[src/rtl/simon32_64_core.sv]
// Iterative Simon32/64 block encryptor: one round per clock, with the key
// schedule expanded alongside the datapath in a four-word shift register.
module simon32_64_core #(
  parameter int WIDTH  = 16,
  parameter int ROUNDS = 32
) (
  input  logic        clk,
  input  logic        rst_n,
  input  logic        in_valid,
  output logic        in_ready,
  input  logic [63:0] key,
  input  logic [31:0] plaintext,
  output logic        out_valid,
  input  logic        out_ready,
  output logic [31:0] ciphertext,
  output logic        busy
);

  typedef enum logic [1:0] {
    IDLE = 2'd0,
    RUN  = 2'd1,
    DONE = 2'd2
  } state_t;

  // z0 is read from the left: round r uses bit (61 - r)
  localparam logic [61:0] Z0_C =
    62'b11111010001001010110000111001101111101000100101011000011100110;
  localparam logic [4:0] LAST_ROUND_C = 5'(ROUNDS - 1);

  function automatic logic [15:0] rol1(input logic [15:0] v);
    return {v[14:0], v[15]};
  endfunction

  function automatic logic [15:0] rol2(input logic [15:0] v);
    return {v[13:0], v[15:14]};
  endfunction

  function automatic logic [15:0] rol8(input logic [15:0] v);
    return {v[7:0], v[15:8]};
  endfunction

  function automatic logic [15:0] ror1(input logic [15:0] v);
    return {v[0], v[15:1]};
  endfunction

  function automatic logic [15:0] ror3(input logic [15:0] v);
    return {v[2:0], v[15:3]};
  endfunction

  state_t             state_r;
  state_t             state_nx_s;
  logic [WIDTH-1:0]   x_r;
  logic [WIDTH-1:0]   y_r;
  logic [WIDTH-1:0]   k0_r;
  logic [WIDTH-1:0]   k1_r;
  logic [WIDTH-1:0]   k2_r;
  logic [WIDTH-1:0]   k3_r;
  logic [4:0]         round_r;
  logic               busy_r;
  logic               out_valid_r;
  logic [31:0]        ct_r;

  logic [WIDTH-1:0]   x_nx_s;
  logic [WIDTH-1:0]   tmp_s;
  logic [WIDTH-1:0]   knew_s;
  logic               z_bit_s;
  logic               last_s;

  // Round function and key expansion for the current round
  always_comb begin
    z_bit_s = Z0_C[6'd61 - {1'b0, round_r}];
    x_nx_s  = y_r ^ ((rol1(x_r) & rol8(x_r)) ^ rol2(x_r)) ^ k0_r;
    tmp_s   = ror3(k3_r) ^ k1_r;
    tmp_s   = tmp_s ^ ror1(tmp_s);
    knew_s  = 16'hFFFC ^ {15'd0, z_bit_s} ^ k0_r ^ tmp_s;
    last_s  = (round_r == LAST_ROUND_C);
  end

  // Next-state logic
  always_comb begin
    state_nx_s = state_r;
    case (state_r)
      IDLE: begin
        if (in_valid) begin
          state_nx_s = RUN;
        end else begin
          state_nx_s = IDLE;
        end
      end
      RUN: begin
        if (last_s) begin
          state_nx_s = DONE;
        end else begin
          state_nx_s = RUN;
        end
      end
      DONE: begin
        if (out_ready) begin
          state_nx_s = IDLE;
        end else begin
          state_nx_s = DONE;
        end
      end
      default: state_nx_s = IDLE;
    endcase
  end

  // State register
  always_ff @(posedge clk or negedge rst_n) begin
    if (!rst_n) begin
      state_r <= IDLE;
    end else begin
      state_r <= state_nx_s;
    end
  end

  // Datapath, key shift register, round counter and registered outputs
  always_ff @(posedge clk or negedge rst_n) begin
    if (!rst_n) begin
      x_r         <= 16'd0;
      y_r         <= 16'd0;
      k0_r        <= 16'd0;
      k1_r        <= 16'd0;
      k2_r        <= 16'd0;
      k3_r        <= 16'd0;
      round_r     <= 5'd0;
      busy_r      <= 1'b0;
      out_valid_r <= 1'b0;
      ct_r        <= 32'd0;
    end else begin
      case (state_r)
        IDLE: begin
          if (in_valid) begin
            x_r     <= plaintext[31:16];
            y_r     <= plaintext[15:0];
            k0_r    <= key[15:0];
            k1_r    <= key[31:16];
            k2_r    <= key[47:32];
            k3_r    <= key[63:48];
            round_r <= 5'd0;
            busy_r  <= 1'b1;
          end
        end
        RUN: begin
          x_r     <= x_nx_s;
          y_r     <= x_r;
          k0_r    <= k1_r;
          k1_r    <= k2_r;
          k2_r    <= k3_r;
          k3_r    <= knew_s;
          round_r <= round_r + 5'd1;
          if (last_s) begin
            ct_r        <= {x_nx_s, x_r};
            out_valid_r <= 1'b1;
            busy_r      <= 1'b0;
          end
        end
        DONE: begin
          if (out_ready) begin
            out_valid_r <= 1'b0;
          end
        end
        default: begin
          busy_r      <= 1'b0;
          out_valid_r <= 1'b0;
        end
      endcase
    end
  end

  assign in_ready   = (state_r == IDLE);
  assign busy       = busy_r;
  assign out_valid  = out_valid_r;
  assign ciphertext = ct_r;

endmodule
[config.mk]
export PLATFORM = sky130hd
export DESIGN_NAME = simon32_64_core
export DESIGN_NICKNAME = d
export VERILOG_FILES = /design/src/rtl/simon32_64_core.sv
export SDC_FILE = /design/constraint.sdc
export NUM_CORES = 1
export LEC_CHECK = 0
export CAP_MARGIN = 20
export CORE_ASPECT_RATIO = 1.1
export CORE_MARGIN = 5
export CORE_UTILIZATION = 40
export DETAILED_ROUTE_END_ITERATION = 12
export DONT_BUFFER_PORTS = 1
export GPL_TIMING_DRIVEN = 0
export PLACE_DENSITY = 0.56
export SYNTH_ARGS = -nofsm -noshare
export SYNTH_HDL_FRONTEND = slang
export SYNTH_SLANG_ARGS = --single-unit
[constraint.sdc]
create_clock -name clk -period 5.9 [get_ports clk]
set_clock_uncertainty 0.1 [all_clocks]
set_input_delay 0 -clock clk [delete_from_list [all_inputs] [get_ports clk]]
set_output_delay 0 -clock clk [all_outputs]
set_load 0.01 [all_outputs]
Word-level counts from Yosys, hierarchy flattened --
Memory sizes are Yosys's and may differ from the RTL's. Cells that the tools add are included.
Operators by class: add/sub/neg operators 2, order comparisons 1, equal/unequal tests 6, mux-type cells 25, bitwise operators 10, reductions and logical operators 6
Operator list (count):
- case mux 16 bit (2 select lines) | 6
- bitwise XOR 16 bit | 7
- two-way mux 16 bit | 6
- AND 16 bit | 1
- case mux 5 bit (2 select lines) | 1
- less-than comparator 6 x 7 -> 1 bit, second input constant | 1
- two-way mux 1 bit | 6
- != test 2 bit, second input constant | 3
- case mux 1 bit (3 select lines) | 2
- case mux 2 bit (3 select lines) | 1
- AND reduction 3 bit | 2
- subtractor 6 x 5 -> 6 bit, first input constant | 1
- adder 5 x 1 -> 5 bit, second input constant | 1
- == test 5 bit, second input constant | 1
- two-way mux 5 bit | 1
- two-way mux 2 bit | 2
- AND reduction 2 bit | 2
- == test 2 x 1 -> 1 bit, second input constant | 1
- == test 2 bit, second input constant | 1
- zero test 2 bit | 1
- inverter 1 bit | 2
- nonzero test 2 bit | 1
Word-level totals: bits in registers 137, bits in read-only memories 64, input port bits 100, output and inout port bits 35, memories 1
Memory list:
- (no name shown) | words 64, width 1, rd ports 1, clocked after Yosys merged registers in 0, write ports 0, line 71 | z_bit_s = Z0_C[6'd61 - {1'b0, round_r}];

Longest topological paths before layout --
Gate-level depths: netlist (run 1).
word-level depth 6, depth in mapped cells 7, mapped depth without buffers 7

Worst setup path after synthesis (run 1) --
No wires, ideal clock.
path kind reg-to-reg, start point reg round_r[1], end point reg k3_r[0], arrival 2.056 ns, data required time 5.669 ns, path slack 3.613 ns, cell stages (with the launch flop) 6, buffers on the path 0, period minus slack after synthesis 2.287 ns, cell sequence dfrtp_1 -> ha_1 -> mux2_4 -> mux4_2 -> o21ai_1 -> or3b_1
Between the ends: cells in the longest elaborated chain, start to end 6
Ends and longest elaborated chain:
- start: declaration | line 58 | logic [4:0] round_r;
- start signal: assignment | line 151 | round_r <= round_r + 5'd1;
- subtractor 6 x 5 -> 6 bit | line 71
- memory (64 x 1 bit)
- two-way mux 1 bit (implied by the code) | line 71
- bitwise XOR 16 bit (2 in series) | line 75 | knew_s = 16'hFFFC ^ {15'd0, z_bit_s} ^ k0_r ^ tmp_s;
- case mux 16 bit (2 select lines) | line 131 | case (state_r)
- end signal: assignment | line 139 | k3_r <= key[63:48];
- end signal: assignment | line 150 | k3_r <= knew_s;
- end: declaration | line 57 | logic [WIDTH-1:0] k3_r;
No other way between the ends. The select of a mux whose other input is x is not followed. A chain may end at the register's enable or synchronous reset.

Worst setup path after layout (run 1) --
start point reg state_r[0], end point reg k2_r[0]
Between the ends: cells in the longest elaborated chain, start to end 3, elaborated cells on any way between the ends 6, classes of those cells eq/ne (2); mux (1); reduce/logical (3)
Ends and longest elaborated chain:
- start: declaration | line 50 | state_t state_r;
- start signal: assignment | line 113 | state_r <= state_nx_s;
- == test 2 x 1 -> 1 bit / zero test 2 bit (equally long branches) | line 131
- nonzero test 2 bit (no source line) / != test 2 bit (equally long branches)
- AND reduction 2 bit (no source line)
- end signal: assignment | line 138 | k2_r <= key[47:32];
- end signal: assignment | line 149 | k2_r <= k3_r;
- end: declaration | line 56 | logic [WIDTH-1:0] k2_r;
Several ways; a longest one is shown, not always the timed one.

==> flow_summary.json, run 1 <==
{
  "maxSlewViolCount": 0,
  "antenna_cells": 0,
  "dominantRegCellSynth": "sky130_fd_sc_hd__dfrtp_1",
  "clock_sinks": 137,
  "finish.cell_count_without_fillers": 1040,
  "critical_path_arrival_ns": 2.72,
  "post_drt_via_cell_ratio": 5.32,
  "count_of_flip_flops_with_a_built_in_enable_after_synthesis": 0,
  "finalWorstSetupSlack_ns": 3.42,
  "cts.repair_timing.setup_buffer_count": 0,
  "initial_utilization": 0.404,
  "syn_inst": 671,
  "fin_setup_tns_ns": 0,
  "max_stage_delay_ns": 0.58,
  "synthesis.area_per_instance_um2": 10.6,
  "clock_tree.htree_level_count": 4,
  "min_period_over_period": 0.419,
  "cts_buffer_depth": 2,
  "synth_nets": 778,
  "drtIter0Drc": 324,
  "drt_drc_violations_left": 0,
  "fin_nets": 897,
  "crit_path_kind": "reg -> reg",
  "cts_inserted_buffers": 17,
  "leakage_nw": 3.74,
  "critical_path_s_slowest_cell": "sky130_fd_sc_hd__clkbuf_1",
  "die_area_um2": 20500,
  "worst_setup_hold_path_clk_slew_ns": 0.06,
  "setup.worst_path.end": "k2_r[0]",
  "critical_path.max_fanout": 10,
  "fp.dieW_um": 137,
  "r2r-end": "k2_r[0]",
  "synth.cell_area_um2": 7090,
  "placed_standard_cell_area_um2": 7390,
  "worst_setup_path_startpoint": "state_r[0]",
  "dr_total_vias": 5534,
  "outcome": "finished, final reports clean",
  "fraction_of_final_layout_cells_sized_beyond_drive_strength_1": 0.0960,
  "core_area_um2": 17500,
  "cell_type_group_with_the_largest_total_delay_on_the_critical_path": "buffers and inverters",
  "min-delay-path-class": "in -> reg",
  "hold_slack_ns": 0.0641,
  "report.final.hold_viol_count": 0,
  "yosys.cell_types.count": 32,
  "wire_length_of_the_first_global_routing_pass_um": 33700,
  "io_buffer_count": 0,
  "synth_seq_cells": 137,
  "cts_tree": "yes",
  "synthArstFlopShare": 1.00,
  "track_usage": 0.219,
  "path_cells": "buf_6 > nor2b_1 > buf_2 > clkbuf_1 > clkbuf_1 > nand2_1 > o21ai_0",
  "startpoint_type": "flip-flop",
  "grt_setup_unrepaired": "no",
  "ant_nets": 0,
  "critical_path_required_ns": 6.14,
  "yosysSeqAreaShare": 0.483,
  "worst_skew_pair.late_latency_ns": 0.43,
  "clock-root-buffer": "sky130_fd_sc_hd__clkbuf_16",
  "route.detailed.wl_per_inst_um": 20.9,
  "fmax_ghz": 0.404,
  "gpl.final_weighted_congestion": 0.862,
  "final.min_clock_period_ns": 2.48,
  "most-common-layout-cells": "sky130_fd_sc_hd__dfrtp_1 (137), sky130_fd_sc_hd__nand2_1 (113), sky130_fd_sc_hd__dlygate4sd3_1 (99), sky130_fd_sc_hd__o21ai_0 (94), sky130_fd_sc_hd__xnor2_1 (80)",
  "syn2layout_area_growth_pct": 27.1,
  "worstMarginPinSlew_ns": 0.861,
  "dp_wirelength_um": 15500,
  "regToRegStartpoint": "state_r[0]",
  "detail_route.wirelength_um": 21700,
  "timing.critical_path.depth": 7,
  "drt_first_pass_iters": 5,
  "cp-end-kind": "flip-flop",
  "mostFrequentLayoutCell": "sky130_fd_sc_hd__dfrtp_1",
  "finalInstanceArea_um2": 9010,
  "crit_top_cell": "sky130_fd_sc_hd__clkbuf_1",
  "max_slew_margin": 0.423,
  "core.rowCount": 51,
  "power_density_nw_per_um2": 659,
  "worstRegToRegCells": 7,
  "floorplan.io_pins": 135,
  "antenna_found_initial": 1,
  "setup_viol": 0,
  "globalRoute.totalOverflow": 0,
  "worst-path-buf-inv": 4,
  "largest_net_degree_at_the_start_of_global_routing": 138,
  "worst-r2r-setup-slack_ns": 3.42,
  "number_of_global_route_vias_before_repair": 5897,
  "yosysWarningCount": 0,
  "cap_viol_max_count": 0,
  "irDropWorstVdd_uv": 271,
  "placed_cells_incl_taps": 909,
  "die_height_um": 150,
  "dpl_worst_slack_ns": 3.41
}
==> what timing repair did <==
item | 4_1_cts | 5_1_grt
hold buffers | 100 | 0
endpoints found under the hold margin | 236 | 0
gates resized for setup | 0 | 0
==> cell usage after synthesis, drive strengths merged (2+ instances only) <==
| library cell | n | area (um^2) |
|---|---|---|
| dfrtp | 137 | 3430 |
| nand2 | 113 | 424 |
| o21ai | 95 | 475 |
| xnor2 | 80 | 701 |
| mux2i | 79 | 791 |
| mux2 | 25 | 285 |
| buf | 22 | 171 |
| xor2 | 18 | 158 |
| a21oi | 17 | 85.1 |
| clkbuf | 17 | 63.8 |
| a211oi | 16 | 120 |
| nor2b | 16 | 100 |
| ha | 7 | 87.6 |
| nor2 | 7 | 26.3 |
| a22oi | 3 | 22.5 |
| inv | 3 | 11.3 |
| nand3 | 3 | 15.0 |
| and3 | 2 | 12.5 |
| nor3 | 2 | 10.0 |
| o31ai | 2 | 15.0 |
==> metal layers <==
layer / up-vias / part of all wire / GRT usage
met5: - / 0.00069 / 0
met1: 2761 / 0.42 / 0.287
met2: 187 / 0.48 / 0.346
met3: 47 / 0.061 / 0.0531
li1: 2537 / - / -
met4: 2 / 0.029 / 0.0923
==> tightest hold or removal path, cell delays in order <==
cell and delay [ns]:
sky130_fd_sc_hd__nor3b_2 0.23, sky130_fd_sc_hd__nor2b_1 0.14, sky130_fd_sc_hd__a211oi_1 0.06, sky130_fd_sc_hd__a21oi_1 0.10
==> state kept, by name, indices dropped and copies added (netlist names) <==
register and cells:
k2_r 16, state_r 2, k3_r 16, k0_r 16, out_valid 1, round_r 5, busy 1, x_r 16
ciphertext 32, k1_r 16, y_r 16
==> cell type report <==
cell class                 instances  area [um^2]
multi-input combinational        492         3420
buffer                            39          235
timing repair buffer             100         1020
sequential                       137         3430
clock inverter                    11          146
tap                              238          298
fill                            1570         8530
inverter                           3         11.3
clock buffer                      20          457
==> cell families after synthesis <==
logic type | after synthesis | synth area share
DFF | 137 | 0.483
muxes | 105 | 0.155
buffers and inverters | 42 | 0.0347
xor gates and xnor gates | 99 | 0.124
adders and majority gates | 7 | 0.0123
and+or+nand+nor | 146 | 0.0871
AOI/OAI and AO/OA | 135 | 0.104
==> worst min-delay path by stage <==
stage	end	depth (start not counted)	from	slack, ns
floorplan	busy	0	rst_n	-0.40
global placement	ciphertext[0]	0	rst_n	-0.39
detailed placement	ciphertext[0]	0	rst_n	-0.39
CTS	k3_r[4]	4	in_valid	0.05
global route	k3_r[12]	4	in_valid	0.08
finish	k3_r[4]	4	in_valid	0.06
==> where the power goes <==
part           switching (W)  total [W]  internal [W]  leakage [nW]
Sequential          0.000581    0.00202       0.00143          1.68
Clock               0.000414    0.00110      0.000684         0.281
Combinational        0.00146    0.00283       0.00137          1.78
Total                0.00245    0.00594       0.00349          3.74
==> stage by stage <==
stage / total power, W / utilization
after floorplan: 0.00403 / -
after global placement: 0.00467 / 0.421
after detailed placement: 0.00477 / 0.421
after CTS: 0.00596 / 0.514
after global routing: 0.00638 / 0.514
final: 0.00594 / 0.514
Power figures use the tool's default switching activity.
==> inputs of run 2 (changes only) <==
Clock period 5.9 ns to 2.6 ns, I/O delays scaled along.
==> flow_summary.json, run 2 (synthesized netlist as in run 1, its figures left out) <==
{
  "die_height_um": 150,
  "worst_setup_hold_path_clk_slew_ns": 0.06,
  "io_buffer_count": 0,
  "cts_inserted_buffers": 17,
  "setup_viol": 0,
  "most-common-layout-cells": "sky130_fd_sc_hd__dfrtp_1 (137), sky130_fd_sc_hd__nand2_1 (113), sky130_fd_sc_hd__dlygate4sd3_1 (98), sky130_fd_sc_hd__o21ai_0 (94), sky130_fd_sc_hd__xnor2_1 (80)",
  "outcome": "finished, violations left",
  "pwr-share-seq": 0.341,
  "ant_nets": 0,
  "worst_skew_pair.late_latency_ns": 0.43,
  "min_period_over_period": 0.951,
  "number_of_global_route_vias_before_repair": 5884,
  "clock_tree.htree_level_count": 4,
  "core.rowCount": 51,
  "dp_wirelength_um": 15500,
  "floorplan.io_pins": 135,
  "clock_sinks": 137,
  "drt_drc_violations_left": 0,
  "hold_buffers": 98,
  "crit_top_cell": "sky130_fd_sc_hd__clkbuf_1",
  "globalRoute.totalOverflow": 0,
  "multiInputGateArea_um2": 3420,
  "die_area_um2": 20500,
  "drt_first_pass_iters": 5,
  "worst-path-buf-inv": 4,
  "min-delay-path-class": "in -> async",
  "dr_total_vias": 5534,
  "core_area_um2": 17500,
  "gpl.final_weighted_congestion": 0.862,
  "critical_path_s_slowest_cell": "sky130_fd_sc_hd__clkbuf_1",
  "syn2layout_area_growth_pct": 26.5,
  "cts.repair_timing.setup_buffer_count": 0,
  "clock_power_share": 0.185,
  "cts_tree": "yes",
  "fraction_of_final_layout_cells_sized_beyond_drive_strength_1": 0.0963,
  "fin_nets": 895,
  "leakage_nw": 3.73,
  "largest_net_degree_at_the_start_of_global_routing": 138,
  "post_drt_via_cell_ratio": 5.33,
  "irDropWorstVdd_uv": 615,
  "route.detailed.wl_per_inst_um": 20.9,
  "cp-end-kind": "flip-flop",
  "fin_setup_tns_ns": 0,
  "final.min_clock_period_ns": 2.47,
  "power_frac_comb": 0.474,
  "switching_part_of_the_total_power": 0.412,
  "critical_path_required_ns": 2.84,
  "power_density_nw_per_um2": 1500,
  "largest_reg_flops": 32,
  "antenna_cells": 0,
  "drtIter0Drc": 374,
  "worst_setup_path_startpoint": "state_r[0]",
  "max_stage_delay_ns": 0.57,
  "critical_path.max_fanout": 10,
  "mostFrequentLayoutCell": "sky130_fd_sc_hd__dfrtp_1",
  "hold_slack_ns": -0.831,
  "nFillCells": 1576,
  "maxSlewViolCount": 0,
  "fmax_ghz": 0.404,
  "path_cells": "buf_6 > nor2b_1 > buf_2 > clkbuf_1 > clkbuf_1 > nand2_1 > o21ai_0",
  "report.final.hold_viol_count": 137,
  "grt_setup_unrepaired": "no",
  "startpoint_type": "flip-flop",
  "critical_path_arrival_ns": 2.72,
  "clock-root-buffer": "sky130_fd_sc_hd__clkbuf_16",
  "crit_path_kind": "reg -> reg",
  "worst-r2r-setup-slack_ns": 0.13,
  "initial_utilization": 0.404,
  "power.net_switching_w": 0.00554,
  "worstMarginPinSlew_ns": 0.853,
  "cell_type_group_with_the_largest_total_delay_on_the_critical_path": "buffers and inverters",
  "antenna_found_initial": 1,
  "internal_dissipation_w": 0.00791,
  "detail_route.wirelength_um": 21700,
  "max_slew_margin": 0.429,
  "regToRegStartpoint": "state_r[0]",
  "cap_viol_max_count": 0,
  "track_usage": 0.219,
  "fp.dieW_um": 137,
  "cts_buffer_depth": 2,
  "failed_checks": "hold timing",
  "wire_length_of_the_first_global_routing_pass_um": 33700,
  "seq_area_um2": 3430
}
[run 2: cell types whose count changed in the layout (fill, tap and decap cells not counted), sizes merged]
cell and delta:
dlygate4sd3 -1, buf -1
[run 2: worst register-to-register path, cell delays in order, from the launching register on]
cell,delay (ns)
sky130_fd_sc_hd__dfrtp_1,0.34
sky130_fd_sc_hd__buf_6,0.12
sky130_fd_sc_hd__nor2b_1,0.32
sky130_fd_sc_hd__buf_2,0.29
sky130_fd_sc_hd__clkbuf_1,0.34
sky130_fd_sc_hd__clkbuf_1,0.57
sky130_fd_sc_hd__nand2_1,0.20
sky130_fd_sc_hd__o21ai_0,0.12
[run 2: cell type report]
class / count / area share
clock inverters: 11 / 0.0163
plain buffers: 39 / 0.0263
multi-input cells: 492 / 0.381
inverters: 3 / 0.00125
clock buffers: 20 / 0.0509
well taps: 238 / 0.0332
flip-flops and latches: 137 / 0.382
repair buffers: 98 / 0.109
[run 2: power by group through the flow]
stage                     logic, W  registers (W)  clock network (W)
after floorplan            0.00506        0.00409                  0
after global placement     0.00606        0.00455                  0
after detailed placement   0.00622        0.00460                  0
after CTS                  0.00639        0.00457            0.00252
after global routing       0.00708        0.00470            0.00263
final                      0.00638        0.00458            0.00249
[run 2: routing by layer]
metal | up-vias | wire [um] | GRT usage
met3 | 52 | 1340 | 0.0535
met5 | - | 15 | 0
met1 | 2740 | 9300 | 0.288
met2 | 207 | 10400 | 0.344
met4 | 2 | 682 | 0.0923
li1 | 2533 | - | -
[run 2: repair_timing]
action / 4_1_cts / 5_1_grt
endpoints found under the setup margin: 0 / 6
hold endpoints to repair: 236 / 137
resized for setup: 0 / 2
[run 2: metrics by stage]
| stage | std cells | total power, W | setup WS (ns) | cell area (um^2) | utilization |
|---|---|---|---|---|---|
| after floorplan | 671 | 0.00915 | 0.313 | 7090 | - |
| after CTS | 1038 | 0.0135 | 0.107 | 8980 | 0.512 |
| final | 1038 | 0.0134 | 0.127 | 8980 | 0.512 |
| after global routing | 1038 | 0.0144 | 0.0331 | 8980 | 0.512 |
| after detailed placement | 909 | 0.0108 | 0.110 | 7390 | 0.421 |
| after global placement | 909 | 0.0106 | 0.167 | 7390 | 0.421 |
[run 2: worst paths after layout]
kind / to / depth (start not counted)
worst max register to register: k2_r[0] / 7
worst min register to register: k1_r[3] / 2
worst min-delay path: ciphertext[21] / 0
max in group asynchronous: ciphertext[10] / 0
min in group clk: k3_r[4] / 4
worst max-delay path: k2_r[0] / 7
==> inputs of run 3 (changes only) <==
Settings changed: CELL_PAD_IN_SITES_DETAIL_PLACEMENT from default to 1, CELL_PAD_IN_SITES_GLOBAL_PLACEMENT from default to 2, CORE_ASPECT_RATIO 1.1 to default, PLACE_DENSITY 0.56 to 0.81.
==> flow_summary.json, run 3 (synthesized netlist as in run 1, its figures left out) <==
{
  "outcome": "finished, violations left",
  "failed_checks": "hold timing",
  "worst_skew_pair.late_latency_ns": 0.43,
  "number_of_global_route_vias_before_repair": 6349,
  "power_density_nw_per_um2": 1550,
  "most-common-layout-cells": "sky130_fd_sc_hd__dfrtp_1 (137), sky130_fd_sc_hd__nand2_1 (113), sky130_fd_sc_hd__dlygate4sd3_1 (98), sky130_fd_sc_hd__o21ai_0 (94), sky130_fd_sc_hd__xnor2_1 (80)",
  "post_drt_via_cell_ratio": 5.44,
  "min-delay-path-class": "in -> async",
  "wire_length_of_the_first_global_routing_pass_um": 37100,
  "io_buffer_count": 0,
  "floorplan.io_pins": 135,
  "fp.dieW_um": 143,
  "dr_total_vias": 5585,
  "worstRegToRegCells": 5,
  "drtIter0Drc": 177,
  "r2r-end": "k3_r[0]",
  "largest_net_degree_at_the_start_of_global_routing": 138,
  "antenna_found_initial": 1,
  "mostFrequentLayoutCell": "sky130_fd_sc_hd__dfrtp_1",
  "min_period_over_period": 0.961,
  "hold_slack_ns": -0.833,
  "cts_inserted_buffers": 17,
  "cp-end-kind": "flip-flop",
  "worstMarginPinSlew_ns": 0.950,
  "cts_tree": "yes",
  "worst_setup_hold_path_clk_slew_ns": 0.06,
  "groute.layer.met1.usage": 0.296,
  "setup_viol": 0,
  "worst-r2r-setup-slack_ns": 0.10,
  "fin_nets": 895,
  "cap_viol_max_count": 0,
  "final.min_clock_period_ns": 2.50,
  "cts_buffer_depth": 2,
  "die_height_um": 143,
  "max_stage_delay_ns": 0.49,
  "clock_sinks": 137,
  "gpl.final_weighted_congestion": 0.835,
  "core.rowCount": 48,
  "grtUsageMet2": 0.412,
  "maxSlewViolCount": 0,
  "ant_nets": 0,
  "clock-root-buffer": "sky130_fd_sc_hd__clkbuf_16",
  "drt_drc_violations_left": 0,
  "path_cells": "ha_1 > mux2_4 > mux4_2 > o21ai_1 > or3b_1",
  "max_slew_margin": 0.364,
  "drt_first_pass_iters": 4,
  "cts.repair_timing.setup_buffer_count": 0,
  "global_route.usage.met3": 0.0569,
  "critical_path.max_fanout": 9,
  "syn2layout_area_growth_pct": 27.1,
  "irDropWorstVdd_uv": 634,
  "layer_carrying_the_most_global_route_usage": "met2",
  "dp_wirelength_um": 16900,
  "detail_route.wirelength_um": 23800,
  "hold_buffers": 98,
  "report.final.hold_viol_count": 137,
  "fmax_ghz": 0.400,
  "startpoint_type": "flip-flop",
  "largest_reg_flops": 32,
  "postLayoutCoreUtil": 0.520,
  "route.detailed.wl_per_inst_um": 23.2,
  "grt_setup_unrepaired": "no",
  "fin_setup_tns_ns": 0,
  "initial_utilization": 0.409,
  "regToRegStartpoint": "round_r[1]",
  "critical_path_required_ns": 2.81,
  "clock_tree.htree_level_count": 4,
  "leakage_nw": 3.77,
  "track_usage": 0.239,
  "fraction_of_final_layout_cells_sized_beyond_drive_strength_1": 0.0975,
  "critical_path_arrival_ns": 2.71,
  "globalRoute.totalOverflow": 0,
  "critical_path_s_slowest_cell": "sky130_fd_sc_hd__dfrtp_1",
  "core_area_um2": 17400,
  "die_area_um2": 20500,
  "crit_path_kind": "reg -> reg"
}
==> run 3: changes by cell type in the layout (fill, tap and decap cells not counted), sizes merged <==
| cell | before | now |
|---|---|---|
| inv | 4 | 3 |
| clkbuf | 37 | 36 |
| bufinv | 3 | 6 |
| clkinvlp | 5 | 1 |
| clkinv | 2 | 5 |
| diode | 0 | 1 |
==> run 3: through the flow <==
stage | worst slack [ns] | total power [W] | instance area (um^2) | cells
after floorplan | 0.313 | 0.00915 | 7090 | 671
after global placement | 0.188 | 0.0106 | 7380 | 896
final | 0.101 | 0.0140 | 9020 | 1026
after CTS | 0.116 | 0.0140 | 9010 | 1025
after detailed placement | 0.149 | 0.0110 | 7380 | 896
after global routing | 0.0121 | 0.0150 | 9020 | 1026
==> run 3: worst max path at each step <==
stage,to,cells after the start,slack (ns),from
6_report,k3_r[0],5,0.10,round_r[1]
5_1_grt,k3_r[0],5,0.01,round_r[1]
4_1_cts,ciphertext[30],6,0.12,round_r[1]
3_5_place_dp,ciphertext[30],6,0.15,round_r[1]
3_3_place_gp,k2_r[0],7,0.19,state_r[0]
2_1_floorplan,k3_r[0],5,0.31,round_r[1]
==> run 3: layer usage <==
metal	up-vias	wire length, um
met1	2857	10100
met4	0	575
met5	-	0
li1	2536	-
met3	38	1290
met2	154	11900
==> run 3: timing repair <==
| action | 4_1_cts | 5_1_grt |
|---|---|---|
| endpoints found under the setup margin | 0 | 6 |
| hold endpoints to repair | 236 | 137 |
| gates resized for setup | 0 | 6 |
==> run 3: power breakdown <==
group          switching (W)  internal (W)
combinational        0.00353       0.00311
sequential           0.00136       0.00325
clock               0.000965       0.00179
total                0.00585       0.00816
==> run 3: area by class of cell <==
type                            count  area (um^2)
Sequential cell                   137         3430
Timing Repair Buffer               98          981
Fill cell                        1906         8340
Tap cell                          225          282
Antenna cell                        1         2.50
Clock inverter                     12          224
Inverter                            3         11.3
Multi-Input combinational cell    492         3420
Buffer                             39          239
Clock buffer                       19          433
==> run 3: worst max-delay path, delay by kind of cell (launching register included) <==
family / cells / cell delay, ns
adder cells (fa/ha/maj): 1 / 0.47
AND/OR/NAND/NOR: 1 / 0.36
AO/OA/AOI/OAI: 1 / 0.15
flip-flops: 1 / 0.49
multiplexers: 2 / 0.82
